**src/rtl/dual_deque_pkg.sv**
```systemverilog
// rtl/dual_deque_pkg.sv - shared types and constants for the dual deque controller
//
// Holds the command op encodings, the controller FSM state type, the depths of
// the two deques behind the controller, and the command legality rule.

package dual_deque_pkg;

    // Command op field, 2 bits per requester.
    typedef enum logic [1:0] {
        OP_PUSH = 2'b00,
        OP_POP  = 2'b01,
        OP_MOVE = 2'b10,
        OP_RSVD = 2'b11
    } op_e;

    // Controller sequencing states.
    typedef enum logic [1:0] {
        ST_IDLE    = 2'b00,
        ST_ISSUE   = 2'b01,
        ST_CAPTURE = 2'b10,
        ST_MPUSH   = 2'b11
    } state_e;

    // Word capacity of each deque.
    localparam int D0_DEPTH = 16;
    localparam int D1_DEPTH = 15;

    // A command is legal when the target (or, for MOVE, source and destination)
    // can take the operation given the flags seen at acceptance.
    function automatic logic cmd_legal(
        input op_e  op,
        input logic tgt_empty,
        input logic tgt_full,
        input logic other_full
    );
        case (op)
            OP_PUSH: return !tgt_full;
            OP_POP:  return !tgt_empty;
            OP_MOVE: return !tgt_empty && !other_full;
            default: return 1'b0;
        endcase
    endfunction

endpackage

```
**src/rtl/dual_deque_ctrl_if.sv**
```systemverilog
// rtl/dual_deque_ctrl_if.sv - requester command / response bundle
//
// Signals (per-requester fields packed with requester A in the low slice):
//   req_valid[1:0]     command valid
//   req_ready[1:0]     command accept, one-hot or zero
//   req_op[3:0]        2-bit op per requester
//   req_deque[1:0]     target deque (MOVE: source)
//   req_end[1:0]       end select (MOVE: source end)
//   req_dst_end[1:0]   MOVE destination end
//   req_data[2*DW-1:0] push data
//   resp_valid/id/err/data  one-cycle response
// Modports: master = requester side, slave = controller side.

interface dual_deque_ctrl_if #(
    parameter int DATA_W = 8
);
    logic [1:0]          req_valid;
    logic [1:0]          req_ready;
    logic [3:0]          req_op;
    logic [1:0]          req_deque;
    logic [1:0]          req_end;
    logic [1:0]          req_dst_end;
    logic [2*DATA_W-1:0] req_data;
    logic                resp_valid;
    logic                resp_id;
    logic                resp_err;
    logic [DATA_W-1:0]   resp_data;

    modport master (
        output req_valid, req_op, req_deque, req_end, req_dst_end, req_data,
        input  req_ready, resp_valid, resp_id, resp_err, resp_data
    );

    modport slave (
        input  req_valid, req_op, req_deque, req_end, req_dst_end, req_data,
        output req_ready, resp_valid, resp_id, resp_err, resp_data
    );
endinterface

```
**src/rtl/dual_deque_rr_arb.sv**
```systemverilog
// rtl/dual_deque_rr_arb.sv - two-way round-robin / fixed-priority arbiter
//
// Ports:
//   clk, rst      clock, synchronous active-high reset
//   req_i[1:0]    requests (bit 0 = A, bit 1 = B)
//   accept_i      the current grant was taken this cycle
//   gnt_o[1:0]    one-hot grant, combinational from req_i and the pointer
// FIXED_PRIO=1 makes A win whenever it requests.

module dual_deque_rr_arb #(
    parameter int FIXED_PRIO = 0
) (
    input  logic       clk,
    input  logic       rst,
    input  logic [1:0] req_i,
    input  logic       accept_i,
    output logic [1:0] gnt_o
);

    // ptr_q = 0 favours A on a tie, 1 favours B.
    logic ptr_q;
    logic ptr_d;

    always_comb begin
        gnt_o = 2'b00;
        if (FIXED_PRIO != 0) begin
            if (req_i[0]) begin
                gnt_o = 2'b01;
            end else if (req_i[1]) begin
                gnt_o = 2'b10;
            end
        end else if (req_i == 2'b11) begin
            gnt_o = ptr_q ? 2'b10 : 2'b01;
        end else begin
            gnt_o = req_i;
        end
    end

    // After a grant the other requester gets the next tie.
    always_comb begin
        ptr_d = ptr_q;
        if (accept_i) begin
            ptr_d = gnt_o[0];
        end
    end

    always_ff @(posedge clk) begin
        if (rst) begin
            ptr_q <= 1'b0;
        end else begin
            ptr_q <= ptr_d;
        end
    end

endmodule

```
**src/rtl/dual_deque_ctrl.sv**
```systemverilog
// rtl/dual_deque_ctrl.sv - command controller and arbiter for the dual deque
//
// Ports:
//   clk, rst                synchronous active-high reset
//   bus                     requester command/response bundle (slave side)
//   dq_deque_select         0 = deque 0 (16 words), 1 = deque 1 (15 words)
//   dq_end_select           end select passed to the deque
//   dq_push, dq_pop         single-cycle strobes, never both high
//   dq_data_in              write data to the deque
//   dq_data_out             read data, valid the cycle after dq_pop
//   d0/d1_empty, d0/d1_full deque status flags
// Responses: PUSH and errors one cycle after acceptance, POP two, MOVE three.

module dual_deque_ctrl
    import dual_deque_pkg::*;
#(
    parameter int DATA_W     = 8,
    parameter int FIXED_PRIO = 0
) (
    input  logic              clk,
    input  logic              rst,
    dual_deque_ctrl_if.slave  bus,
    output logic              dq_deque_select,
    output logic              dq_end_select,
    output logic              dq_push,
    output logic              dq_pop,
    output logic [DATA_W-1:0] dq_data_in,
    input  logic [DATA_W-1:0] dq_data_out,
    input  logic              d0_empty,
    input  logic              d0_full,
    input  logic              d1_empty,
    input  logic              d1_full
);

    // Arbitration and the winning command's fields.
    logic [1:0]        gnt;
    logic              accept;
    logic              win_id;
    op_e               win_op;
    logic              win_deque;
    logic              win_end;
    logic              win_dst_end;
    logic [DATA_W-1:0] win_data;
    logic              tgt_empty;
    logic              tgt_full;
    logic              other_full;
    logic              win_legal;

    // Latched command.
    state_e            state_q;
    op_e               op_q;
    logic              deque_q;
    logic              dst_end_q;
    logic              id_q;
    logic              chain_q;

    // Registered outputs.
    logic              dq_push_q;
    logic              dq_pop_q;
    logic              dq_sel_q;
    logic              dq_end_q;
    logic [DATA_W-1:0] dq_data_in_q;
    logic              resp_valid_q;
    logic              resp_id_q;
    logic              resp_err_q;
    logic [DATA_W-1:0] resp_data_q;
    logic              pop_resp_q;

    dual_deque_rr_arb #(
        .FIXED_PRIO (FIXED_PRIO)
    ) u_arb (
        .clk      (clk),
        .rst      (rst),
        .req_i    (bus.req_valid),
        .accept_i (accept),
        .gnt_o    (gnt)
    );

    // Ready is withheld while rst is high so no command is lost to reset.
    assign bus.req_ready = (state_q == ST_IDLE && !rst) ? gnt : 2'b00;
    assign accept        = |(bus.req_valid & bus.req_ready);

    always_comb begin
        win_id      = gnt[1];
        win_op      = op_e'(win_id ? bus.req_op[3:2] : bus.req_op[1:0]);
        win_deque   = bus.req_deque[win_id];
        win_end     = bus.req_end[win_id];
        win_dst_end = bus.req_dst_end[win_id];
        win_data    = win_id ? bus.req_data[2*DATA_W-1:DATA_W] : bus.req_data[DATA_W-1:0];
        tgt_empty   = win_deque ? d1_empty : d0_empty;
        tgt_full    = win_deque ? d1_full  : d0_full;
        other_full  = win_deque ? d0_full  : d1_full;
        win_legal   = cmd_legal(win_op, tgt_empty, tgt_full, other_full);
    end

    // Outputs are registered on entry to the state that owns them, so each
    // strobe/response is visible during the cycle the state is active.
    always_ff @(posedge clk) begin
        if (rst) begin
            state_q      <= ST_IDLE;
            op_q         <= OP_PUSH;
            deque_q      <= 1'b0;
            dst_end_q    <= 1'b0;
            id_q         <= 1'b0;
            chain_q      <= 1'b0;
            dq_push_q    <= 1'b0;
            dq_pop_q     <= 1'b0;
            dq_sel_q     <= 1'b0;
            dq_end_q     <= 1'b0;
            dq_data_in_q <= '0;
            resp_valid_q <= 1'b0;
            resp_id_q    <= 1'b0;
            resp_err_q   <= 1'b0;
            resp_data_q  <= '0;
            pop_resp_q   <= 1'b0;
        end else begin
            dq_push_q    <= 1'b0;
            dq_pop_q     <= 1'b0;
            resp_valid_q <= 1'b0;
            resp_err_q   <= 1'b0;
            resp_data_q  <= '0;
            pop_resp_q   <= 1'b0;
            case (state_q)
                ST_IDLE: begin
                    if (accept) begin
                        state_q   <= ST_ISSUE;
                        op_q      <= win_op;
                        deque_q   <= win_deque;
                        dst_end_q <= win_dst_end;
                        id_q      <= win_id;
                        chain_q   <= win_legal && (win_op != OP_PUSH);
                        if (!win_legal) begin
                            resp_valid_q <= 1'b1;
                            resp_id_q    <= win_id;
                            resp_err_q   <= 1'b1;
                        end else if (win_op == OP_PUSH) begin
                            dq_push_q    <= 1'b1;
                            dq_sel_q     <= win_deque;
                            dq_end_q     <= win_end;
                            dq_data_in_q <= win_data;
                            resp_valid_q <= 1'b1;
                            resp_id_q    <= win_id;
                        end else begin
                            dq_pop_q <= 1'b1;
                            dq_sel_q <= win_deque;
                            dq_end_q <= win_end;
                        end
                    end
                end
                ST_ISSUE: begin
                    if (chain_q) begin
                        state_q <= ST_CAPTURE;
                        if (op_q == OP_POP) begin
                            resp_valid_q <= 1'b1;
                            resp_id_q    <= id_q;
                            pop_resp_q   <= 1'b1;
                        end
                    end else begin
                        state_q <= ST_IDLE;
                    end
                end
                ST_CAPTURE: begin
                    if (op_q == OP_MOVE) begin
                        state_q      <= ST_MPUSH;
                        dq_push_q    <= 1'b1;
                        dq_sel_q     <= ~deque_q;
                        dq_end_q     <= dst_end_q;
                        dq_data_in_q <= dq_data_out;
                        resp_valid_q <= 1'b1;
                        resp_id_q    <= id_q;
                        resp_data_q  <= dq_data_out;
                    end else begin
                        state_q <= ST_IDLE;
                    end
                end
                ST_MPUSH: begin
                    state_q <= ST_IDLE;
                end
                default: begin
                    state_q <= ST_IDLE;
                end
            endcase
        end
    end

    assign dq_push         = dq_push_q;
    assign dq_pop          = dq_pop_q;
    assign dq_deque_select = dq_sel_q;
    assign dq_end_select   = dq_end_q;
    assign dq_data_in      = dq_data_in_q;
    assign bus.resp_valid  = resp_valid_q;
    assign bus.resp_id     = resp_id_q;
    assign bus.resp_err    = resp_err_q;
    // The popped byte only becomes valid in the CAPTURE cycle itself, so a
    // POP response forwards the deque output directly during that cycle.
    assign bus.resp_data   = pop_resp_q ? dq_data_out : resp_data_q;

endmodule

```
**src/flat_wrapper.sv**
```systemverilog
// flat-port wrapper written by rule: the top's interface ports become plain ports
module dual_deque_ctrl_flat import dual_deque_pkg::*;
#(
    parameter int DATA_W     = 8,
    parameter int FIXED_PRIO = 0
)
  (clk, rst, dq_deque_select, dq_end_select, dq_push, dq_pop, dq_data_in, dq_data_out, d0_empty, d0_full, d1_empty, d1_full, bus_req_valid, bus_req_op, bus_req_deque, bus_req_end, bus_req_dst_end, bus_req_data, bus_req_ready, bus_resp_valid, bus_resp_id, bus_resp_err, bus_resp_data);
  dual_deque_ctrl_if #(.DATA_W(DATA_W)) bus_i ();
  input  logic clk;
  input  logic rst;
  output logic dq_deque_select;
  output logic dq_end_select;
  output logic dq_push;
  output logic dq_pop;
  output logic [DATA_W-1:0] dq_data_in;
  input  logic [DATA_W-1:0] dq_data_out;
  input  logic d0_empty;
  input  logic d0_full;
  input  logic d1_empty;
  input  logic d1_full;
  input wire logic [$bits(bus_i.req_valid)-1:0] bus_req_valid;
  input wire logic [$bits(bus_i.req_op)-1:0] bus_req_op;
  input wire logic [$bits(bus_i.req_deque)-1:0] bus_req_deque;
  input wire logic [$bits(bus_i.req_end)-1:0] bus_req_end;
  input wire logic [$bits(bus_i.req_dst_end)-1:0] bus_req_dst_end;
  input wire logic [$bits(bus_i.req_data)-1:0] bus_req_data;
  output wire logic [$bits(bus_i.req_ready)-1:0] bus_req_ready;
  output wire logic [$bits(bus_i.resp_valid)-1:0] bus_resp_valid;
  output wire logic [$bits(bus_i.resp_id)-1:0] bus_resp_id;
  output wire logic [$bits(bus_i.resp_err)-1:0] bus_resp_err;
  output wire logic [$bits(bus_i.resp_data)-1:0] bus_resp_data;
  assign bus_i.req_valid = bus_req_valid;
  assign bus_i.req_op = bus_req_op;
  assign bus_i.req_deque = bus_req_deque;
  assign bus_i.req_end = bus_req_end;
  assign bus_i.req_dst_end = bus_req_dst_end;
  assign bus_i.req_data = bus_req_data;
  assign bus_req_ready = bus_i.req_ready;
  assign bus_resp_valid = bus_i.resp_valid;
  assign bus_resp_id = bus_i.resp_id;
  assign bus_resp_err = bus_i.resp_err;
  assign bus_resp_data = bus_i.resp_data;
  dual_deque_ctrl #(.DATA_W(DATA_W), .FIXED_PRIO(FIXED_PRIO)) u_core (.clk(clk), .rst(rst), .bus(bus_i), .dq_deque_select(dq_deque_select), .dq_end_select(dq_end_select), .dq_push(dq_push), .dq_pop(dq_pop), .dq_data_in(dq_data_in), .dq_data_out(dq_data_out), .d0_empty(d0_empty), .d0_full(d0_full), .d1_empty(d1_empty), .d1_full(d1_full));
endmodule
```
**config.mk**
```make
export PLATFORM = sky130hd
export DESIGN_NAME = dual_deque_ctrl_flat
export DESIGN_NICKNAME = d
export VERILOG_FILES = /design/src/rtl/dual_deque_pkg.sv /design/src/rtl/dual_deque_ctrl_if.sv /design/src/rtl/dual_deque_rr_arb.sv /design/src/rtl/dual_deque_ctrl.sv /design/src/flat_wrapper.sv
export SDC_FILE = /design/constraint.sdc
export NUM_CORES = 1
export LEC_CHECK = 0
export ABC_AREA = 1
export CELL_PAD_IN_SITES_DETAIL_PLACEMENT = 1
export CELL_PAD_IN_SITES_GLOBAL_PLACEMENT = 1
export CORE_AREA = 5 5 102 66
export DETAILED_ROUTE_END_ITERATION = 8
export DIE_AREA = 0 0 107 71
export MAX_ROUTING_LAYER = met4
export PLACE_DENSITY = 0.82
export SYNTH_ARGS = -nofsm -noshare
export SYNTH_HDL_FRONTEND = slang
export SYNTH_SLANG_ARGS = --single-unit
```
**constraint.sdc**
```tcl
create_clock -name clk -period 4.8 [get_ports clk]
set_input_delay 0.48 -clock clk [delete_from_list [all_inputs] [get_ports clk]]
set_output_delay 0.48 -clock clk [all_outputs]
set_load 0.005 [all_outputs]
```
==> impl_metrics.py <==
metrics = {
    "outcome": {
        "status": "finished, final reports clean",
    },
    "worst_setup_path": {
        "worstReg2RegEnd": "u_core.dq_data_in[7]",
        "worst-r2r-cell-count": 8,
        "path_delay_family": "buffers and inverters",
        "r2r_slack_ns": 2.61,
        "critPathArrivalTime_ns": 2.45,
        "cp_num_buf_inv": 3,
        "crit_type": "primary input to output pin",
        "cp.required_ns": 4.32,
        "cp_slowest_cell": "clkdlybuf4s50_1",
        "cp-start-kind": "primary input",
        "max_stage_delay_ns": 0.97,
        "cp-end-kind": "output pin",
        "path_cells": "clkdlybuf4s50_1 -> nand4_1 -> inv_1 -> clkdlybuf4s50_1",
        "r2r-start": "u_core.state_q[0]",
        "cp_common_cell": "clkdlybuf4s50_1",
        "critPathMaxFanout": 18,
    },
    "synthesis": {
        "yosys.area_share.adder_pct": 2.83,
        "synth_area_um2": 1770,
        "synth_seq_cells": 33,
        "syn_area_per_cell_um2": 6.83,
        "synth-simple-area-share_pct": 31.0,
        "synthXorXnorAreaFrac_pct": 0,
        "async_flop_share_pct": 0,
        "synth-edff-count": 0,
        "synth_nets": 305,
        "yosysWarnings": 0,
        "synth_ff_type": "dfxtp_1",
        "netlist_instances": 259,
        "synth-compound-area-share_pct": 17.5,
        "ys_types": 27,
        "muxShareOfSynthArea_pct": 0,
        "ys_seq_area_share_pct": 37.4,
        "synth_top_family_by_area": "simple AND/OR/NAND/NOR gates",
    },
    "sta": {
        "max_freq_mhz": 341,
        "worst_pin_slew_ns": 0.778,
        "fin_crit_sh_pct": 61.0,
        "setup_tns_ns": 0,
        "clock_skew_ns": 0.00592,
        "grt_setup_unrepaired": "no",
        "worst_slack_ns": 1.87,
        "hold_violations": 0,
        "drv_slew": 0,
        "min_period_ns": 2.93,
        "relSlewSlack_pct": 48.0,
        "setup_viol_count_final": 0,
    },
    "cts": {
        "worstSkewPairLatency_ns": 0.29,
        "clock-root-buffer": "clkbuf_8",
        "cts_tree": "done",
        "ctsHoldBuffers": 0,
        "cts.clk_slew.worst_paths_ns": 0.06,
        "cts_buffers": 5,
        "htree_levels": 2,
        "postCtsSetupBuffers": 0,
        "cts_resized": 0,
        "cts_sinks": 33,
        "clk_path_buf_depth": 2,
    },
    "place": {
        "placed_cell_area_um2": 2460,
        "port-buffer-count": 66,
        "place.detailed.hpwl_um": 4650,
        "place_ws_ns": 1.87,
        "place_congestion": 0.803,
    },
    "floorplan": {
        "die_area_um2": 7600,
        "fp.coreArea_um2": 5780,
        "die_y_um": 71,
        "io_pins": 67,
        "start_util_pct": 30.6,
        "core.rowCount": 22,
        "die_w_um": 107,
    },
    "flow_run": {
        "maxCapViolations": 0,
    },
    "drt": {
        "ant_nets": 0,
        "drc": 0,
        "postRouteWirelength_um": 5900,
        "routed_via_density": 4.82,
        "drt_iter0_drc": 110,
        "post_drt_wl_per_cell_um": 15.1,
        "dr.pass1.iters": 4,
        "dr_total_vias": 1891,
    },
    "pwr": {
        "p_leak_nw": 1.12,
        "p_per_area_nw_per_um2": 320,
        "irDropWorstVdd_v": 0.000111,
    },
    "layout": {
        "n_fill_cell": 742,
        "areaGrowthSynthToFinish_pct": 43.9,
        "antennaDiodeCount": 0,
        "nets": 366,
        "finalInstanceArea_um2": 2540,
        "drive_gt1_share_pct": 6.88,
    },
    "min_path": {
        "whs_endpoint": "u_core.dq_data_in[0]",
        "min_path_type": "flip-flop to flip-flop",
        "min_path_cells": 2,
        "hold_start": "u_core.dq_data_in[0]",
    },
    "global_routing": {
        "antenna_found_initial": 0,
        "grt_pass1_wl_um": 9830,
        "grt_max_degree": 24,
        "grt_pass1_vias": 1980,
        "grt.overflow.total": 0,
        "grt_usage_pct": 16.9,
    },
}
[per-layer routing]
| metal | up-vias | routed length [µm] | track usage, % |
|---|---|---|---|
| met5 | - | 0 | - |
| met4 | 0 | 63 | 3.83 |
| met1 | 878 | 2940 | 23.2 |
| met2 | 51 | 2580 | 25.0 |
| li1 | 954 | - | - |
| met3 | 8 | 318 | 4.47 |
[registers in the layout (all words and copies together), names as in the netlist, 2 cells and up]
signal and cells:
u_core.state_q 2, u_core.resp_data_q 8, u_core.dq_data_in 8, u_core.op_q 2
[area by class of cell]
class	count	area (µm²)	area share (%)
clock buffers	7	86.3	3.39
inverters	37	139	5.46
repair buffers	66	661	26.0
flip-flops and latches	33	661	26.0
well taps	72	90.1	3.54
multi-input cells	177	907	35.7
[through the flow]
stage,hold slack [ns],util [%],std cells,power (W)
after floorplan,0.440,-,259,0.000484
after global placement,0.439,42.5,385,0.000599
after detailed placement,0.448,42.5,385,0.000608
after CTS,0.458,44.0,392,0.000821
after global routing,0.482,44.0,392,0.000867
final,0.451,44.0,392,0.000813
[where the power goes]
group	total [W]	internal [W]	switching (W)
logic	0.000271	0.000127	0.000144
registers	0.000333	0.000310	0.0000233
clock network	0.000210	0.000114	0.0000962
total	0.000813	0.000550	0.000263
[cells by family after synthesis]
logic type | after synthesis
buffers and inverters | 49
adders and majority gates | 4
AOI/OAI and AO/OA | 57
and+or+nand+nor | 116
DFF | 33
[worst max-delay path by stage]
| stage | slack, ns | endpoint | depth (start not counted) | start |
|---|---|---|---|---|
| finish | 1.87 | bus_req_ready[1] | 4 | bus_req_valid[1] |
| global placement | 2.01 | bus_req_ready[1] | 4 | bus_req_valid[1] |
| CTS | 1.87 | bus_req_ready[1] | 5 | rst |
| detailed placement | 1.87 | bus_req_ready[1] | 4 | bus_req_valid[1] |
| global route | 1.71 | bus_req_ready[1] | 5 | rst |
| floorplan | 3.20 | u_core.dq_data_in[5] | 10 | bus_req_valid[1] |
[cells in the mapped netlist (3+ instances only)]
master / count / area [µm²]
nand2_1: 42 / 158
inv_2: 3 / 11.3
o21ai_0: 16 / 80.1
nor2_1: 37 / 139
a31oi_1: 9 / 56.3
nand3_1: 20 / 100
a21oi_1: 27 / 135
nand2_2: 3 / 18.8
clkbuf_1: 9 / 33.8
dfxtp_1: 33 / 661
inv_1: 34 / 128
nand2_4: 4 / 45.0
ha_1: 4 / 50.1
[placed cells by master (no fill, tap or decap)]
cell	n
nor2_1	37
nand3b_1	2
nand3_4	1
o21ai_1	1
nand3_2	1
clkbuf_8	6
a211oi_1	1
a31oi_1	9
nor2_4	2
nand2_1	42
ha_1	4
inv_1	34
o31ai_1	1
inv_2	3
nand4_1	1
o21ai_0	16
nand2_2	3
nand3_1	20
nand2_4	4
nor4_1	1
nor3_1	2
o21ai_2	1
a21oi_1	27
a21oi_2	1
clkdlybuf4s50_1	66
clkbuf_1	1
dfxtp_1	33
[worst register-to-register path, cell delays in order, from the launching register on]
cell and delay, ns:
dfxtp_1 0.35, inv_1 0.09, ha_1 0.20, inv_1 0.49, nor2_1 0.15, a21oi_1 0.29, nand3_4 0.22, o21ai_0 0.23
a21oi_1 0.06
Power figures use the tool's default switching activity.
